## src/rtl/rca_multiword_seq.sv

```systemverilog
// Multi-precision add/subtract sequencer: streams NUM_WORDS 32-bit words, LSW first,
// through a single ripple-carry adder and reports the full-width result and flags.

module rca_32bit (
  input  logic [31:0] operand_a,
  input  logic [31:0] operand_b,
  input  logic        carry_in,
  input  logic        subtract_mode,
  output logic [31:0] sum,
  output logic        carry_out,
  output logic        overflow
);
  logic [31:0] b_eff;
  logic [32:0] c;

  assign b_eff = operand_b ^ {32{subtract_mode}};
  assign c[0]  = carry_in;

  for (genvar i = 0; i < 32; i++) begin : g_fa
    assign sum[i]   = operand_a[i] ^ b_eff[i] ^ c[i];
    assign c[i+1]   = (operand_a[i] & b_eff[i]) | (c[i] & (operand_a[i] ^ b_eff[i]));
  end

  assign carry_out = c[32];
  // Signed overflow: carry into the sign bit differs from carry out of it.
  assign overflow  = c[32] ^ c[31];
endmodule

module rca_multiword_seq #(
  parameter int NUM_WORDS = 4
) (
  input  logic                    clk,
  input  logic                    rst_n,
  input  logic                    start,
  input  logic                    sub,
  input  logic [32*NUM_WORDS-1:0] op_a,
  input  logic [32*NUM_WORDS-1:0] op_b,
  output logic                    busy,
  output logic                    done,
  output logic [32*NUM_WORDS-1:0] result,
  output logic                    carry_out,
  output logic                    overflow,
  output logic                    zero
);
  localparam int W  = 32 * NUM_WORDS;
  localparam int IW = $clog2(NUM_WORDS);
  localparam logic [IW-1:0] LAST_IDX = IW'(NUM_WORDS - 1);

  typedef enum logic [1:0] {IDLE, RUN, DONE} state_t;

  state_t        state;
  logic [IW-1:0] idx;
  logic          carry_q;
  logic [W-1:0]  a_q, b_q;
  logic          sub_q;

  logic [31:0]   word_a, word_b, word_sum;
  logic          word_carry, word_ovf;
  logic [W-1:0]  result_next;

  assign word_a = a_q[idx*32 +: 32];
  assign word_b = b_q[idx*32 +: 32] ^ {32{sub_q}};

  rca_32bit u_rca (
    .operand_a     (word_a),
    .operand_b     (word_b),
    .carry_in      (carry_q),
    .subtract_mode (1'b0),
    .sum           (word_sum),
    .carry_out     (word_carry),
    .overflow      (word_ovf)
  );

  // NOTE: assign a default to every always_comb target before any partial update, otherwise a latch is inferred.
  always_comb begin
    result_next = result;
    result_next[idx*32 +: 32] = word_sum;
  end

  // NOTE: operand latches are pure datapath, only read in RUN after a load, so they carry no reset.
  always_ff @(posedge clk) begin
    if (state == IDLE && start) begin
      a_q   <= op_a;
      b_q   <= op_b;
      sub_q <= sub;
    end
  end

  // NOTE: sequential state uses non-blocking assignments so every register samples pre-edge values.
  always_ff @(posedge clk) begin
    if (!rst_n) begin
      state     <= IDLE;
      idx       <= '0;
      carry_q   <= 1'b0;
      busy      <= 1'b0;
      done      <= 1'b0;
      result    <= '0;
      carry_out <= 1'b0;
      overflow  <= 1'b0;
      zero      <= 1'b0;
    end else begin
      case (state)
        IDLE: begin
          if (start) begin
            idx     <= '0;
            carry_q <= sub;
            busy    <= 1'b1;
            state   <= RUN;
          end
        end
        RUN: begin
          result  <= result_next;
          carry_q <= word_carry;
          idx     <= idx + 1'b1;
          if (idx == LAST_IDX) begin
            state     <= DONE;
            busy      <= 1'b0;
            done      <= 1'b1;
            // Subtraction reports borrow, the inverse of the adder carry.
            carry_out <= word_carry ^ sub_q;
            overflow  <= word_ovf;
            zero      <= (result_next == '0);
          end
        end
        DONE: begin
          done  <= 1'b0;
          state <= IDLE;
        end
        default: state <= IDLE;
      endcase
    end
  end
endmodule
```

## config.mk

```make
export PLATFORM = sky130hd
export DESIGN_NAME = rca_multiword_seq
export DESIGN_NICKNAME = d
export VERILOG_FILES = /design/src/rtl/rca_multiword_seq.sv
export SDC_FILE = /design/constraint.sdc
export NUM_CORES = 1
export LEC_CHECK = 0
export ABC_AREA = 1
export CAP_MARGIN = 10
export CORE_UTILIZATION = 64
export CTS_CLUSTER_SIZE = 8
export DETAILED_ROUTE_END_ITERATION = 8
export DONT_BUFFER_PORTS = 1
export HOLD_SLACK_MARGIN = 0.12
export PLACE_DENSITY_LB_ADDON = 0.3
export SKIP_LAST_GASP = 1
export SYNTH_ARGS = -nofsm -noshare
export SYNTH_HDL_FRONTEND = slang
export SYNTH_SLANG_ARGS = --single-unit
```

## constraint.sdc

```tcl
create_clock -name clk -period 17 [get_ports clk]
set_clock_uncertainty 0.15 [all_clocks]
set_input_delay 1.7 -clock clk [delete_from_list [all_inputs] [get_ports clk]]
set_output_delay 1.7 -clock clk [all_outputs]
set_load 0.005 [all_outputs]
```

Word level (Yosys, flattened, before mapping)
Index checks and enable logic that the tools add are counted.

Bits in registers: 395. Input bits: 260. Output and inout bits: 133.

Add/subtract/negate cells: 2. Eq/ne operators: 5. Shifts and indexed selects: 4. Mux-type cells: 13. Bitwise gates (word level): 163. Reductions and logical operators: 10.

Operator list (number): $shiftx 128x8->32 (2); $bwmux 128 (1); $logic_not 128->1 (1); $shift 32x34->128 const A (1); $shiftx 32x34->128 (1); $xor 1x1->1 (66); $and 1x1->1 (64); $neg 7->34 (1); $or 1x1->1 (32); $xor 32x32->32 (1); $pmux 2 s2 (2); $reduce_and 2->1 (4); $mux 2 (3); $pmux 1 s2 (3); $eq 2x2->1 const B (2); $mux 1 (4); $ne 2x2->1 const B (2); $reduce_bool 2->1 (2); $reduce_and 3->1 (1); $add 2x1->2 const B (1); $eq 2x1->1 const B (1); $logic_not 2->1 (1); $logic_and 1x1->1 (1).

Depth between registers and ports, before layout
Gate-level depths: netlist of the first run.

Depth after elaboration: 69. Depth in mapped cells: 52.

Cells and area by module
From an unflattened synthesis of the first run, not the netlist that was laid out.

Cells, all modules: 2200. Area, all modules: 19299.8 um^2.

By module, submodules not included: rca_multiword_seq (times used 1, cells an instance 1964, area an instance 17810.8 um^2); rca_32bit (times used 1, cells an instance 236, area an instance 1488.9 um^2).

Least setup slack after synthesis of the first run
OpenSTA, ideal clock, no wires.

Path type: register -> register. Start: register idx[0]. End: register zero. Arrival: 14.098 ns. Data required time: 16.779 ns. Setup slack: 2.682 ns. Cell stages (with the launch flop): 53. Buffers on the path: 4. Clock period less this slack: 14.318 ns. Cells stage by stage: dfxtp_1 -> buf_4 -> buf_6 -> buf_2 -> buf_1 -> nor2_1 -> o22ai_1 -> xor2_1 -> fa_1 -> fa_1 -> fa_1 -> fa_1 -> fa_1 -> fa_1 -> fa_1 -> fa_1 -> fa_1 -> fa_1 -> [17 not listed] -> fa_1 -> fa_1 -> inv_1 -> fa_1 -> fa_1 -> inv_1 -> fa_1 -> nand2_1 -> nor2_1 -> nand2_1 -> o21ai_0 -> nor2_1 -> nand2_1 -> nor2_1 -> nand2_1 -> nor2_1 -> nand3_1 -> a21oi_1.

Cells in the longest elaborated chain, start to end: 69.

Ends and longest elaborated chain: start: declaration (RTL line 52) `logic [IW-1:0] idx;`; start signal: assignment (RTL line 114) `idx <= idx + 1'b1;`; $shiftx 128x8->32 (RTL line 62) `assign word_b = b_q[idx*32 +: 32] ^ {32{sub_q}};`; $xor 32x32->32 (RTL line 62); $xor 1x1->1 (RTL line 20, 21); $and 1x1->1 (RTL line 21) `assign c[i+1] = (operand_a[i] & b_eff[i]) | (c[i] & (operand_a[i] ^ b_eff[i]));`; $or 1x1->1 (RTL line 21); $and 1x1->1 (RTL line 21); $or 1x1->1 (RTL line 21); $and 1x1->1 (RTL line 21); [53 not listed]; $and 1x1->1 (RTL line 21); $or 1x1->1 (RTL line 21); $and 1x1->1 (RTL line 21); $or 1x1->1 (RTL line 21); $xor 1x1->1 (RTL line 20) `assign sum[i] = operand_a[i] ^ b_eff[i] ^ c[i];`; $shiftx 32x34->128 (RTL line 77) `result_next[idx*32 +: 32] = word_sum;`; $bwmux 128 (RTL line 77); $logic_not 128->1 (RTL line 122) `zero <= (result_next == '0);`; end signal: assignment (RTL line 122); end: declaration (RTL line 43) `output logic zero`.

Parallel ways exist; a longest one is shown, timed or not. A chain may end at the register's enable or synchronous reset.

Worst setup path in the final report of the first run
Same ends and word-level chain as after synthesis.

==> impl_results.md, run 1 <==
- Outcome: finished, final reports clean
- CP endpoint kind: flop
- Mapped Nets: roughly 2,200
- Overflow after GRT: 0
- Clk slew on worst S/H paths: 50 ps
- Hold Buf Count CTS: 0
- Hold_sp: done
- Syn. warnings: 0
- Delay-heaviest family, CP: adder cells
- Routed wire length: 51.2 mm
- Distinct cells, synth: 32
- DPL Wire Length: 36.0 mm
- Reg-to-Reg Start: idx[0]
- Number of global-route vias before repair: 12,700
- 1st-pass router iterations: 6
- I/O Pins: between 300 and 400
- Placeable Area: 27,300 µm²
- Starting Density: about two thirds
- Nets: 2,132
- # DRC: 0
- Startpoint Class: flop
- Max Cap Viol: 0
- Hold crit path type: reg -> reg
- Min cycle time layout: roughly 16,000 ps
- Synth Register Bits: 395
- Layout area overhead: 8.70%
- Pin count of the biggest net entering global routing: 172
- Hold depth: 2
- Mean area per synthesized cell: 9.50 µm²
- GPL Wtd Cong: 0.954
- R2R depth: 48
- Tcrit/Tclk final: 91.6%
- CTS sink cnt: 395
- Postcts setup bufs: 0
- Share of cells above drive strength 1: 4.74%
- Worst path max stage delay: 640 ps
- WP buf/inv: 4
- Initial antenna violation count: 12
- CTS Buffer Depth: 3
- Setup slack at placement: 1630 ps
- Total CTS buffers: 55
- Die Y: 169 µm
- Worst Hold End: done
- Worst r2r dst: zero
- Worst-Skew Late Latency: 590 ps
- Netlist Area Pre-Place: around 18,000 µm²
- Pleak: 0.00788 µW
- Antenna Nets Post-Route: 0
- VDD IR max: 0.000133 V
- RSZ-0062 raised after global routing: no
- Final worst setup slack: 1430 ps
- Hold Violations, Final: 0
- # setup viols final: 0
- CTS tree: done
- Fill cells: 1,962
- Drt via density: between 6 and 7
- Critical Path RT: 17,330 ps
- H-tree depth: 2
- Most common cell after layout, fill and taps aside: nor2_1
- Rel. slew slack: 25.5%
- Pwr/cell area: approximately 140 nW/µm²
- Critical-path maximum fanout: 75
- Syn Inst Count: about 1,900
- Die ar.: about 29,000 µm²
- Post-route setup TNS: 0 ps
- GR Util All Layers: 34.9%
- Starting DRT DRC Count: 1,646
- Crit Path Class: reg -> reg
- First-pass GRT wire length: 73.9 mm
- Die Wd: 169 µm
- Crit-path slowest cell: dfxtp_4
- Crit-path most repeated cell: fa_1
- Post-CTS sizing: 0
- Most frequent cells in the layout: nor2_1, edfxtp_1, o21ai_0
- Vias: 13,700
- CTS root buf: clkbuf_16
- Wirelength per Cell: 22.9 µm
- Worst Tran Pin Value: about 1100 ps
- Max Freq: 64.2 MHz
- CP arrival: 15,900 ps
- Worst R2R Setup Slack: between 1000 and 1500 ps
- Register area share after synthesis: 58.5%
- Port buffer count: 0
- Cell row count: 60
- Slew Viols, Final: 0
[metal layers]
metal,global-route usage (%),vias to the layer above,share of wire (%)
met5,0,-,0.045
met4,18.0,4,5.7
met3,10.9,178,11
li1,-,6239,-
met1,39.3,6423,34
met2,59.7,807,49
[how the worst max path moves through the flow]
stage,from,end,cells after the start
floorplan,idx[0],zero,52
global placement,idx[0],zero,49
detailed placement,idx[0],zero,49
CTS,idx[0],zero,48
global route,idx[0],zero,49
finish,idx[0],zero,48
[layout make-up]
cell class	count	area [µm²]	share of cell area, %
Sequential cell	395	10500	53.8
Multi-Input combinational cell	1121	5960	30.6
Tap cell	372	465	2.39
Antenna cell	10	25.0	0.128
Inverter	248	942	4.83
Clock inverter	3	55.1	0.283
Timing Repair Buffer	13	97.6	0.501
Clock buffer	76	1460	7.47
[kinds of logic (layout without fill, tap and decap cells)]
| kind of cell | Yosys count | after routing | synth area share [%] |
|---|---|---|---|
| adder cells (fa/ha/maj) | 38 | 38 | 3.99 |
| other | 0 | 10 | 0 |
| AND/OR/NAND/NOR | 548 | 548 | 12.0 |
| AO/OA/AOI/OAI | 502 | 502 | 15.6 |
| XOR/XNOR | 33 | 33 | 1.61 |
| flip-flops | 395 | 395 | 58.5 |
| buffers and inverters | 372 | 340 | 8.33 |
[sequential cells by signal, indices dropped and copies added, names as in the netlist, 2 cells and up]
signal	cells
state	2
a_q	128
result	128
b_q	128
idx	2
[through the flow]
step	area, µm²	power, µW	util (%)	cells	hold WS (ps)
2_1_floorplan	17900	1490	-	1888	307
3_3_place_gp	18000	1660	65.9	2149	338
3_5_place_dp	18000	1670	65.9	2149	337
4_1_cts	19500	2630	71.4	2228	349
5_1_grt	19500	2730	71.5	2237	386
6_report	19500	2650	71.5	2238	343
[power by group]
group / switching, µW / internal, µW / total (µW) / leakage, µW
clock: 389 / 586 / 975 / 0.000728
combinational: 362 / 160 / 522 / 0.00356
sequential: 48.6 / 1100 / 1150 / 0.00360
[Yosys cell counts]
| cell | instances | area (µm²) |
|---|---|---|
| o21a_1 | 8 | 60.1 |
| a32o_1 | 2 | 20.0 |
| a21oi_2 | 1 | 8.76 |
| inv_2 | 7 | 26.3 |
| clkbuf_1 | 60 | 225 |
| nand2_1 | 179 | 672 |
| o211ai_1 | 37 | 278 |
| nand3_2 | 2 | 20.0 |
| a21boi_0 | 3 | 22.5 |
| a211oi_1 | 2 | 15.0 |
| buf_1 | 21 | 78.8 |
| o21ai_1 | 2 | 10.0 |
| dfxtp_1 | 138 | 2760 |
| buf_6 | 4 | 45.0 |
| nand3_1 | 62 | 310 |
| fa_1 | 32 | 641 |
| or2_2 | 1 | 6.26 |
| ha_1 | 6 | 75.1 |
| edfxtp_1 | 257 | 7720 |
| xnor2_1 | 1 | 8.76 |
| a31oi_1 | 1 | 6.26 |
| a21boi_1 | 2 | 15.0 |
| inv_1 | 241 | 905 |
| a22oi_1 | 1 | 7.51 |
| xor2_1 | 32 | 280 |
| a21oi_1 | 88 | 440 |
| buf_4 | 7 | 52.6 |
| nor2_1 | 303 | 1140 |
| nor2_2 | 1 | 6.26 |
| o21ai_0 | 245 | 1230 |
| buf_2 | 32 | 160 |
| o22ai_1 | 110 | 688 |
[worst reg2reg max path, delay by kind of cell (launching register included)]
family	cells	cell delay, ps
buf+inv	4	1010
fa+ha+maj	31	12130
flops	1	640
simple gates	9	850
compound gates	4	680
(Power assumes the default switching activity.)
==> run 2, diff against run 1 <==
==> constraint.sdc (replaced) <==
create_clock -name clk -period 16.17 [get_ports clk]
set_clock_uncertainty 0.15 [all_clocks]
set_input_delay 1.617 -clock clk [delete_from_list [all_inputs] [get_ports clk]]
set_output_delay 1.617 -clock clk [all_outputs]
set_load 0.005 [all_outputs]
==> run 2 against run 1 <==
Via count increased by 0.81%; routed wire length grew 0.54%; fmax grew 1.4%; die area did not move; critical path depth unchanged; sequential share of layout area down 0.12 points; worst hold slack better by 9.6 ps; critical endpoint unchanged.
==> impl_results.md, run 2 (synthesis gave the netlist of run 1 again) <==
- Outcome: finished, final reports clean
- Pin count of the biggest net entering global routing: 129
- Layout area overhead: 8.95%
- Crit-path most repeated cell: fa_1
- Nets: 2,133
- Worst Tran Pin Value: 1190 ps
- Clock share of power: a little under two fifths
- Hold crit path type: reg -> reg
- Worst R2R Setup Slack: 810 ps
- Reg area: around 10,000 µm²
- Max Cap Viol: 0
- Delay-heaviest family, CP: adder cells
- Starting Density: 65.8%
- Int Pwr: 1960 µW
- # DRC: 0
- CP arrival: 15,710 ps
- Pleak: 0.00790 µW
- CTS tree: done
- Post-route setup TNS: 0 ps
- Combinational share of power: between 10% and 20%
- Worst path max stage delay: 700 ps
- Die ar.: 28,700 µm²
- Clk slew on worst S/H paths: 50 ps
- Rel. slew slack: roughly a fifth
- Min cycle time layout: around 15,000 ps
- Critical-path maximum fanout: 94
- GPL Wtd Cong: slightly below 1
- Switching power: 847 µW
- RSZ-0062 raised after global routing: no
- Area after DPL: approximately 18,000 µm²
- Die Y: 169 µm
- Cell row count: 60
- Post-CTS sizing: 0
- Tcrit/Tclk final: 95.0%
- Critical Path RT: 16,520 ps
- Overflow after GRT: 0
- CP endpoint kind: flop
- CTS root buf: clkbuf_16
- Top Registers: a_q (128), b_q (128), result (128)
- Max Freq: 65.1 MHz
- CTS Buffer Depth: 3
- 1st-pass router iterations: 6
- Number of global-route vias before repair: 12,600
- Sequential power share: between 40% and 50%
- Startpoint Class: flop
- Crit-path slowest cell: buf_4
- DPL Wire Length: 36.1 mm
- GR Util All Layers: 35.4%
- Pwr/cell area: 144 nW/µm²
- VDD IR max: 0.000105 V
- H-tree depth: 2
- Drt via density: between 6 and 7
- Crit Path Class: reg -> reg
- Port buffer count: 0
- Hold Buf Count CTS: 0
- Initial antenna violation count: 9
- WHS: roughly 350 ps
- Design Area, Final: 19,500 µm²
- Vias: 13,800
- Die Wd: 169 µm
- Antenna Nets Post-Route: 0
- Hold Violations, Final: 0
- Switching Share: between 30% and 40%
- Wirelength per Cell: between 20 and 25 µm
- # setup viols final: 0
- Most common cell after layout, fill and taps aside: nor2_1
- Most frequent cells in the layout: nor2_1, edfxtp_1, o21ai_0
- Slew Viols, Final: 0
- First-pass GRT wire length: 74.8 mm
- Starting DRT DRC Count: 1,477
- Finished Core Util: 71.7%
- Routed wire length: just over 50 mm
- Worst-Skew Late Latency: 590 ps
- CTS sink cnt: a little under 400
- Postcts setup bufs: 0
- Fill cells: 1,986
- Placeable Area: 27,300 µm²
- Share of cells above drive strength 1: roughly 4.8%
- Area of the multi-input gates: 5960 µm²
- WP buf/inv: 3
- I/O Pins: 393
- Total CTS buffers: 55
run 2: power by group through the flow:
stage	Combinational [µW]	Clock, µW	Sequential [µW]
after floorplan	353	0	1210
after global placement	523	0	1220
after detailed placement	533	0	1220
after CTS	537	1050	1210
after global routing	592	1090	1210
final	558	1040	1210
run 2: cell type report:
type	count	area share (%)
Clock inverter	4	0.506
Sequential cell	395	53.7
Antenna cell	9	0.115
Tap cell	372	2.38
Multi-Input combinational cell	1121	30.5
Clock buffer	75	7.43
Inverter	248	4.82
Timing Repair Buffer	14	0.538
run 2: worst reg2reg max path: cells and delay by family (launching register included):
family,cells,cell delay (ps)
adder cells (fa/ha/maj),31,12120
buffers and inverters,3,860
AND/OR/NAND/NOR,9,840
AO/OA/AOI/OAI,4,810
flip-flops,1,370
XOR/XNOR,1,130
run 2: through the flow:
| stage | worst slack [ps] | power [µW] | cells |
|---|---|---|---|
| 2_1_floorplan | 1850 | 1570 | 1888 |
| 3_3_place_gp | 1510 | 1750 | 2150 |
| 3_5_place_dp | 1120 | 1760 | 2150 |
| 4_1_cts | 1000 | 2790 | 2229 |
| 5_1_grt | 165 | 2900 | 2237 |
| 6_report | 811 | 2810 | 2238 |
run 2: worst paths after layout:
check | start | endpoint | depth (start not counted)
worst min-delay path | done | done | 2
worst max register to register | idx[0] | zero | 48
worst min register to register | done | done | 2
worst max-delay path | idx[0] | zero | 48
run 2: routing by layer:
layer  up-vias  global-route usage, %  part of all wire, %
met1      6456                   40.0                   34
met3       157                   10.7                   11
li1       6253                      -                    -
met5         -                      0                0.021
met2       893                   61.0                   49
met4         2                   17.3                  5.1
